==> config.mk <==
export PLATFORM = sky130hd
export DESIGN_NAME = retire_scheduler_flat
export DESIGN_NICKNAME = d
export VERILOG_FILES = /design/src/rtl/retire_if.sv /design/src/rtl/retire_scheduler.sv /design/src/flat_wrapper.sv
export SDC_FILE = /design/constraint.sdc
export NUM_CORES = 1
export LEC_CHECK = 0
export CORE_MARGIN = 2
export CORE_UTILIZATION = 44
export CTS_CLUSTER_SIZE = 14
export DETAILED_ROUTE_END_ITERATION = 10
export PLACE_DENSITY = 0.86
export SYNTH_ARGS = -nofsm -noshare
export SYNTH_HDL_FRONTEND = slang
export SYNTH_SLANG_ARGS = --single-unit
==> constraint.sdc <==
create_clock -name clk -period 4.61 [get_ports clk]
set_clock_uncertainty 0.2 [all_clocks]
set_input_delay 0.461 -clock clk [delete_from_list [all_inputs] [get_ports clk]]
set_output_delay 0.461 -clock clk [all_outputs]
set_load 0.1 [all_outputs]
==> src/rtl/retire_if.sv <==
// Scheduler-side bundle: reservation-station retire requests/fields in,
// one-hot grant out, plus the valid/ready writeback port toward the register file.
interface retire_if #(
    parameter int RS_COUNT   = 3,
    parameter int REG_ADDR_W = 5,
    parameter int DATA_W     = 32
);
    logic [RS_COUNT-1:0]                 ReadyToRetire;
    logic [RS_COUNT-1:0]                 retire_write_enable_units;
    logic [RS_COUNT-1:0][REG_ADDR_W-1:0] retire_write_units;
    logic [RS_COUNT-1:0][DATA_W-1:0]     retire_write_value_units;
    logic [RS_COUNT-1:0]                 DoRetire;
    logic                                flush;
    logic                                wb_valid;
    logic                                wb_ready;
    logic                                wb_write_enable;
    logic [REG_ADDR_W-1:0]               wb_register;
    logic [DATA_W-1:0]                   wb_value;
    logic [31:0]                         retired_count;

    modport master (
        input  ReadyToRetire, retire_write_enable_units, retire_write_units,
               retire_write_value_units, flush, wb_ready,
        output DoRetire, wb_valid, wb_write_enable, wb_register, wb_value,
               retired_count
    );

    modport slave (
        output ReadyToRetire, retire_write_enable_units, retire_write_units,
               retire_write_value_units, flush, wb_ready,
        input  DoRetire, wb_valid, wb_write_enable, wb_register, wb_value,
               retired_count
    );
endinterface

==> src/rtl/retire_scheduler.sv <==
// Round-robin retirement arbiter feeding a one-entry writeback stage; a station is
// granted only when the stage can take its fields on the same clock edge.
module retire_scheduler #(
    parameter int RS_COUNT   = 3,
    parameter int REG_ADDR_W = 5,
    parameter int DATA_W     = 32
) (
    input logic    clk,
    input logic    rst_n,
    retire_if.master bus
);
    localparam int PTR_W = (RS_COUNT > 1) ? $clog2(RS_COUNT) : 1;

    typedef enum logic {EMPTY = 1'b0, FULL = 1'b1} state_e;

    state_e                state_q, state_d;
    logic [PTR_W-1:0]      rr_ptr_q, rr_ptr_d;
    logic                  wb_we_q, wb_we_d;
    logic [REG_ADDR_W-1:0] wb_reg_q, wb_reg_d;
    logic [DATA_W-1:0]     wb_val_q, wb_val_d;
    logic [31:0]           count_q, count_d;

    logic                  accept;
    logic                  can_load;
    logic                  found;
    logic [PTR_W-1:0]      winner;
    logic                  grant;
    logic [RS_COUNT-1:0]   do_retire;

    // Returns {found, index} of the first requester at or after ptr, wrapping.
    function automatic logic [PTR_W:0] rr_pick(input logic [RS_COUNT-1:0] req,
                                               input logic [PTR_W-1:0]    ptr);
        logic             hit;
        logic [PTR_W-1:0] win;
        logic [PTR_W-1:0] idx;
        hit = 1'b0;
        win = '0;
        for (int i = 0; i < RS_COUNT; i++) begin
            idx = PTR_W'((int'(ptr) + i) % RS_COUNT);
            if (!hit && req[idx]) begin
                hit = 1'b1;
                win = idx;
            end
        end
        return {hit, win};
    endfunction

    always_comb begin
        accept    = (state_q == FULL) && bus.wb_ready;
        can_load  = !bus.flush && ((state_q == EMPTY) || accept);
        {found, winner} = rr_pick(bus.ReadyToRetire, rr_ptr_q);
        grant     = can_load && found && rst_n;
        do_retire = '0;
        if (grant) do_retire[winner] = 1'b1;

        state_d  = state_q;
        rr_ptr_d = rr_ptr_q;
        wb_we_d  = wb_we_q;
        wb_reg_d = wb_reg_q;
        wb_val_d = wb_val_q;
        count_d  = count_q + 32'(accept);

        if (bus.flush) begin
            state_d = EMPTY;
            wb_we_d = 1'b0;
        end else if (grant) begin
            state_d  = FULL;
            wb_reg_d = bus.retire_write_units[winner];
            wb_val_d = bus.retire_write_value_units[winner];
            // x0 is hard-wired zero: the entry still retires but never writes.
            wb_we_d  = bus.retire_write_enable_units[winner] &&
                       (bus.retire_write_units[winner] != '0);
            rr_ptr_d = (winner == PTR_W'(RS_COUNT - 1)) ? '0 : winner + 1'b1;
        end else if (accept) begin
            state_d = EMPTY;
        end
    end

    always_ff @(posedge clk or negedge rst_n) begin
        if (!rst_n) begin
            state_q  <= EMPTY;
            rr_ptr_q <= '0;
            wb_we_q  <= 1'b0;
            wb_reg_q <= '0;
            wb_val_q <= '0;
            count_q  <= '0;
        end else begin
            state_q  <= state_d;
            rr_ptr_q <= rr_ptr_d;
            wb_we_q  <= wb_we_d;
            wb_reg_q <= wb_reg_d;
            wb_val_q <= wb_val_d;
            count_q  <= count_d;
        end
    end

    assign bus.DoRetire        = do_retire;
    assign bus.wb_valid        = (state_q == FULL);
    assign bus.wb_write_enable = wb_we_q;
    assign bus.wb_register     = wb_reg_q;
    assign bus.wb_value        = wb_val_q;
    assign bus.retired_count   = count_q;
endmodule

==> src/flat_wrapper.sv <==
// flat-port wrapper written by rule: the top's interface ports become plain ports
module retire_scheduler_flat 
#(
    parameter int RS_COUNT   = 3,
    parameter int REG_ADDR_W = 5,
    parameter int DATA_W     = 32
)
  (clk, rst_n, bus_ReadyToRetire, bus_retire_write_enable_units, bus_retire_write_units, bus_retire_write_value_units, bus_flush, bus_wb_ready, bus_DoRetire, bus_wb_valid, bus_wb_write_enable, bus_wb_register, bus_wb_value, bus_retired_count);
  retire_if #(.RS_COUNT(RS_COUNT), .REG_ADDR_W(REG_ADDR_W), .DATA_W(DATA_W)) bus_i ();
  input logic clk;
  input logic rst_n;
  input wire logic [$bits(bus_i.ReadyToRetire)-1:0] bus_ReadyToRetire;
  input wire logic [$bits(bus_i.retire_write_enable_units)-1:0] bus_retire_write_enable_units;
  input wire logic [$bits(bus_i.retire_write_units)-1:0] bus_retire_write_units;
  input wire logic [$bits(bus_i.retire_write_value_units)-1:0] bus_retire_write_value_units;
  input wire logic [$bits(bus_i.flush)-1:0] bus_flush;
  input wire logic [$bits(bus_i.wb_ready)-1:0] bus_wb_ready;
  output wire logic [$bits(bus_i.DoRetire)-1:0] bus_DoRetire;
  output wire logic [$bits(bus_i.wb_valid)-1:0] bus_wb_valid;
  output wire logic [$bits(bus_i.wb_write_enable)-1:0] bus_wb_write_enable;
  output wire logic [$bits(bus_i.wb_register)-1:0] bus_wb_register;
  output wire logic [$bits(bus_i.wb_value)-1:0] bus_wb_value;
  output wire logic [$bits(bus_i.retired_count)-1:0] bus_retired_count;
  assign bus_i.ReadyToRetire = bus_ReadyToRetire;
  assign bus_i.retire_write_enable_units = bus_retire_write_enable_units;
  assign bus_i.retire_write_units = bus_retire_write_units;
  assign bus_i.retire_write_value_units = bus_retire_write_value_units;
  assign bus_i.flush = bus_flush;
  assign bus_i.wb_ready = bus_wb_ready;
  assign bus_DoRetire = bus_i.DoRetire;
  assign bus_wb_valid = bus_i.wb_valid;
  assign bus_wb_write_enable = bus_i.wb_write_enable;
  assign bus_wb_register = bus_i.wb_register;
  assign bus_wb_value = bus_i.wb_value;
  assign bus_retired_count = bus_i.retired_count;
  retire_scheduler #(.RS_COUNT(RS_COUNT), .REG_ADDR_W(REG_ADDR_W), .DATA_W(DATA_W)) u_core (.clk(clk), .rst_n(rst_n), .bus(bus_i));
endmodule
Yosys cells after proc, flatten, opt, wreduce, memory -nomap -nowiden. Index checks and enable logic that the tools add are counted.

Register bits after elaboration: 73. Latch bits: 0. Memory bits (writable): 0. ROM bits: 0. Output and inout bits: 74. Logic and storage cells: 64. Memories: 0.

Add/sub/neg operators: 4. Multiply operators: 0. Div/mod/pow operators: 3. Order comparisons: 5. Equality and inequality tests: 1. Shifts and indexed selects: 0. Mux-type cells: 27. Bitwise operators: 2. Reductions and logical operators: 16.

Operators with widths (count): $bmux W32 S2 (1); $mod A32 B3 Y32 const B (2); $add A32 B1 Y32 (1); $mod A3 B3 Y32 const B (1); $mux W32 (1); $mux W1 (13); $lt A2 B3 Y1 const B (4); $bmux W5 S2 (1); $bmux W1 S2 (4); $logic_and A1 B1 Y1 (8); $mux W2 (4); $mux W5 (1); $reduce_bool A5 Y1 (1); $add A2 B1 Y3 const B (1); $add A2 B2 Y3 const B (1); $logic_not A1 Y1 (3); $mux W3 (1); $reduce_bool A3 Y1 (1); $add A2 B1 Y2 const B (1); $demux W1 S2 (1); $eq A2 B2 Y1 const B (1); $ge A2 B1 Y1 const B (1); $not A1 Y1 (2); $reduce_and A2 Y1 (1); other kinds (2) (2).

Logic depth before layout (Yosys ltp).
Word-level depth: 16. Mapped depth: 12. Depth with buffers taken out: 9.

Least setup slack after synthesis. Ideal clock, no wire load.

Path type: register -> output. Start point: register u_core.rr_ptr_q[1]. End point: output port bus_DoRetire[0]. Data arrival time: 4283 ps. Data required time: 3949 ps. Slack: -334 ps. Cell stages (with the launch flop): 10. Path buffers: 2. Cell sequence: dfrtp_1 inv_1 ha_1 mux2_4 mux2_4 a311o_2 nand2_4 buf_12 buf_12 nor3b_1.

Word-level cells in the longest chain between the ends: 15. Elaborated cells on any way between the ends: 29. Classes of those cells: add/sub (2); div (3); order compare (2); mux (15); reduce/logical (7).

Ends and longest elaborated chain: start: declaration (line retire_scheduler.sv:17) `logic [PTR_W-1:0] rr_ptr_q, rr_ptr_d;`; start signal: assignment (line retire_scheduler.sv:89) `rr_ptr_q <= rr_ptr_d;`; parallel branches: the longest is 14 deep, another holds $mod A32 B3 Y32; $mux W3 (*) (line retire_scheduler.sv:54) `if (grant) do_retire[winner] = 1'b1;`; end: declaration (line flat_wrapper.sv:18) `output wire logic [$bits(bus_i.DoRetire)-1:0] bus_DoRetire;`.

Mark *: on every way between the ends. The select of a mux whose other input is x is not followed.

Worst setup path in the final report. Ends and elaborated chain as after synthesis.

==> qor.yml <==
power.ir.vdd_worst_v: 0.0004967
fp.dieArea_um2: 9917
finalWorstPathRequiredPeriod_ps: 3771
pin_count: 195
cts.repair.resized: 0
synth_top_family_by_area: "compound AO/OA/AOI/OAI gates"
rsz0062_at_grt: "false"
relSlewSlack_pct: 31.02
post_synth.cell_area_avg_um2: 10.28
worst-r2r-setup-slack_ps: 1100
synth_cell_type_count: 44
timing.final.max_slew_violations: 0
synth-compound-area-share_pct: 18.15
rr_startpoint: "u_core.rr_ptr_q[0]"
cpMostUsedCell: "sky130_fd_sc_hd__mux2_4"
initial_util_pct: 45.65
finalHoldViolCount: 0
io_buffers: 194
critical_path.cell_chain: "inv_1 -> ha_1 -> mux2_4 -> mux2_4 -> a311o_2 -> nand2_4 -> nor3b_2 -> buf_4"
floorplan.die.width_um: 99.59
clock-sinks: 73
synth_seq_cells: 73
hold_wc_path_type: "in2async"
p_total_uw: 4561
gr-usage-all-layers_pct: 23.61
drc_violation_count_after_routing: 0
cp-start-kind: "flip-flop"
h-tree-depth: 3
timing.rr.end: "u_core.bus.wb_write_enable"
final-setup-viol-count: 0
reg2reg_depth: 10
number_of_antenna_violations_at_the_first_check_in_global_routing: 0
detail_routed_via_count_per_cell: 5.421
crit_path_max_incr_delay_ps: 430
netlist_area_um2: 4020
critPathRequiredTime_ps: 3950
worstSetupPathType: "reg2out"
synth_fa_ha_area_share_pct: 1.867
placement_rows: 34
timing.critical_path.to: "bus_DoRetire[0]"
ant_diodes: 0
setup.worst_path.end_class: "output port"
total_length_of_routed_wires_mm: 11.71
synth-edff-count: 0
ctsHoldBuffers: 0
drv_cap: 0
ys.flop_type: "sky130_fd_sc_hd__dfrtp_1"
cts_tree: "built"
cts_root_buf: "sky130_fd_sc_hd__clkbuf_8"
timing.critical_path.fanout_max: 20
gp_congestion: 0.8379
outcome: "finished clean"
core-area_um2: 8806
clock_path_buffers: 2
place_hpwl_mm: 8.827
worst_setup_path_startpoint: "u_core.rr_ptr_q[1]"
drt.antenna.violating_nets: 0
period_utilization_pct: 81.80
tritoncts.num_buffers: 9
netlist_instances: 391
drt-initial-drc-count: 113
fp.dieH_um: 99.59
area_overhead_of_the_layout_relative_to_synthesis_pct: 55.21
yosysSeqAreaShare_pct: 45.44
max_freq_mhz: 265.2
grt_max_degree: 74
power_density_over_the_cells_nw_per_um2: 730.9
totalNegativeSetupSlack_ps: 0
number_of_iterations_in_the_first_detailed_routing_pass: 4
cp_data_arrival_time_ps: 3110
number_of_warnings_issued_by_yosys: 0
via_count_of_the_routed_design: 3746
cts.clk_slew.worst_paths_ps: 90
route.detailed.wl_per_inst_um: 16.95
grt_pass1_vias: 3829
synth.net_count: 518
setup_fix_bufs_post_cts: 0
synth.area.mux_share_pct: 11.08
design.final.nets: 705
drive_above_1_share_pct: 6.690
overflow: 0
async_reset_ff_share_pct: 100.0
static-leakage-power_uw: 0.002915
clk-insertion-delay-late_ps: 340
synth-xor-area-share_pct: 6.536
wire_length_of_the_first_global_routing_pass_mm: 18.60
tightestPinTransition_ps: 1031
cpMaxStageDelayCell: "sky130_fd_sc_hd__a311o_2"
synth_simple_gate_area_share_pct: 13.20
-- how the worst min path moves through the flow --
stage | startpoint | to | slack [ps]
detailed placement | u_core.bus.wb_value[29] | u_core.bus.wb_value[29] | 260
finish | rst_n | u_core.bus.retired_count[0] | 200
CTS | rst_n | u_core.bus.retired_count[28] | 220
global route | rst_n | u_core.bus.wb_value[31] | 270
global placement | u_core.bus.retired_count[31] | u_core.bus.retired_count[31] | 260
floorplan | rst_n | u_core.bus.retired_count[0] | -30
-- per-layer routing --
| metal | part of all wire, % | up-vias | track usage [%] | routed length [µm] |
|---|---|---|---|---|
| met4 | 2.2 | 0 | 8.641 | 254 |
| met5 | 0 | - | 0 | 0 |
| li1 | - | 1785 | - | - |
| met1 | 40 | 1787 | 28.07 | 4695 |
| met2 | 51 | 156 | 41.06 | 5952 |
| met3 | 6.9 | 18 | 6.254 | 809 |
-- cells in the mapped netlist, drive strengths merged (2+ instances only) --
cell type  count  area (µm²)
dfrtp         73        1827
nor2          51       191.4
mux2i         37       370.4
a211oi        35       262.8
a21o          35       262.8
nand2         20       82.58
xnor2         19       166.4
clkbuf        14       52.55
nand3         14       70.07
xor2          11       96.34
and3           8       50.05
buf            8       75.07
o21ai          7       35.03
ha             6       75.07
inv            6       22.52
mux2           6       75.07
nor3           5       25.02
a311o          3       31.28
a311oi         3       26.28
nand2b         3       18.77
nand4          3       18.77
a21boi         2       15.01
and2           2       12.51
nand3b         2       15.01
nor2b          2       12.51
nor3b          2       15.01
o22a           2       17.52
o31ai          2       15.01
-- critical path, delay by kind of cell (launching register included) --
kind | cells | cell delay [ps]
AOI/OAI and AO/OA | 1 | 430
adders and majority gates | 1 | 340
muxes | 2 | 640
buffers and inverters | 2 | 400
DFF | 1 | 420
and+or+nand+nor | 2 | 550
-- final cells by class --
| type | instances | area [µm²] |
|---|---|---|
| multi-input cells | 290 | 2083 |
| inverters | 6 | 22.52 |
| repair buffers | 198 | 1962 |
| fillers | 652 | 2566 |
| clock inverters | 6 | 72.57 |
| well taps | 108 | 135.1 |
| clock buffers | 10 | 137.6 |
| flip-flops and latches | 73 | 1827 |
-- registers in the layout, summed over array words and instances, names as in the netlist --
register,cells
u_core.bus.wb_register,5
u_core.bus.wb_write_enable,1
u_core.bus.wb_value,32
u_core.rr_ptr_q,2
u_core.bus.retired_count,32
u_core.bus.wb_valid,1
-- power breakdown --
| group | leakage (µW) | internal, µW | total (µW) | switching [µW] |
|---|---|---|---|---|
| Clock | 0.000103 | 271 | 532 | 261 |
| Sequential | 0.000942 | 832 | 953 | 121 |
| Combinational | 0.00187 | 886 | 3080 | 2190 |
| Total | 0.00291 | 1990 | 4560 | 2570 |
-- metrics by stage --
stage / instances / worst slack (ps) / util [%] / hold WS, ps / instance area (µm²)
final: 691 / 838.9 / 70.86 / 196.8 / 6240
after global routing: 691 / 688.1 / 70.86 / 270.2 / 6240
after floorplan: 391 / 646.4 / - / -34.59 / 4035
after global placement: 675 / 1124 / 68.47 / 256.6 / 6030
after CTS: 691 / 838.0 / 70.86 / 216.2 / 6240
after detailed placement: 675 / 1016 / 68.47 / 264.6 / 6030
-- cell usage in the layout (no fill, tap or decap), types with 4 or more instances in the layout --
master / synthesis / layout
sky130_fd_sc_hd__nand3_1: 14 / 14
sky130_fd_sc_hd__a21o_1: 35 / 35
sky130_fd_sc_hd__clkbuf_8: 0 / 10
sky130_fd_sc_hd__nor3_1: 5 / 4
sky130_fd_sc_hd__and3_1: 8 / 8
sky130_fd_sc_hd__nand2_1: 19 / 19
sky130_fd_sc_hd__mux2i_1: 37 / 37
sky130_fd_sc_hd__mux2_2: 4 / 4
sky130_fd_sc_hd__clkdlybuf4s50_1: 0 / 190
sky130_fd_sc_hd__buf_4: 2 / 8
sky130_fd_sc_hd__inv_1: 6 / 6
sky130_fd_sc_hd__ha_1: 6 / 6
sky130_fd_sc_hd__nor2_1: 51 / 50
sky130_fd_sc_hd__a211oi_1: 35 / 35
sky130_fd_sc_hd__xnor2_1: 19 / 19
sky130_fd_sc_hd__o21ai_0: 6 / 6
sky130_fd_sc_hd__xor2_1: 11 / 11
sky130_fd_sc_hd__dfrtp_1: 73 / 73
-- kinds of logic after synthesis --
family | count (synthesis)
buf+inv | 28
mux | 43
simple gates | 114
compound gates | 97
xor+xnor | 30
fa+ha+maj | 6
flops | 73
Note: power is estimated with default switching activity, not from simulation.
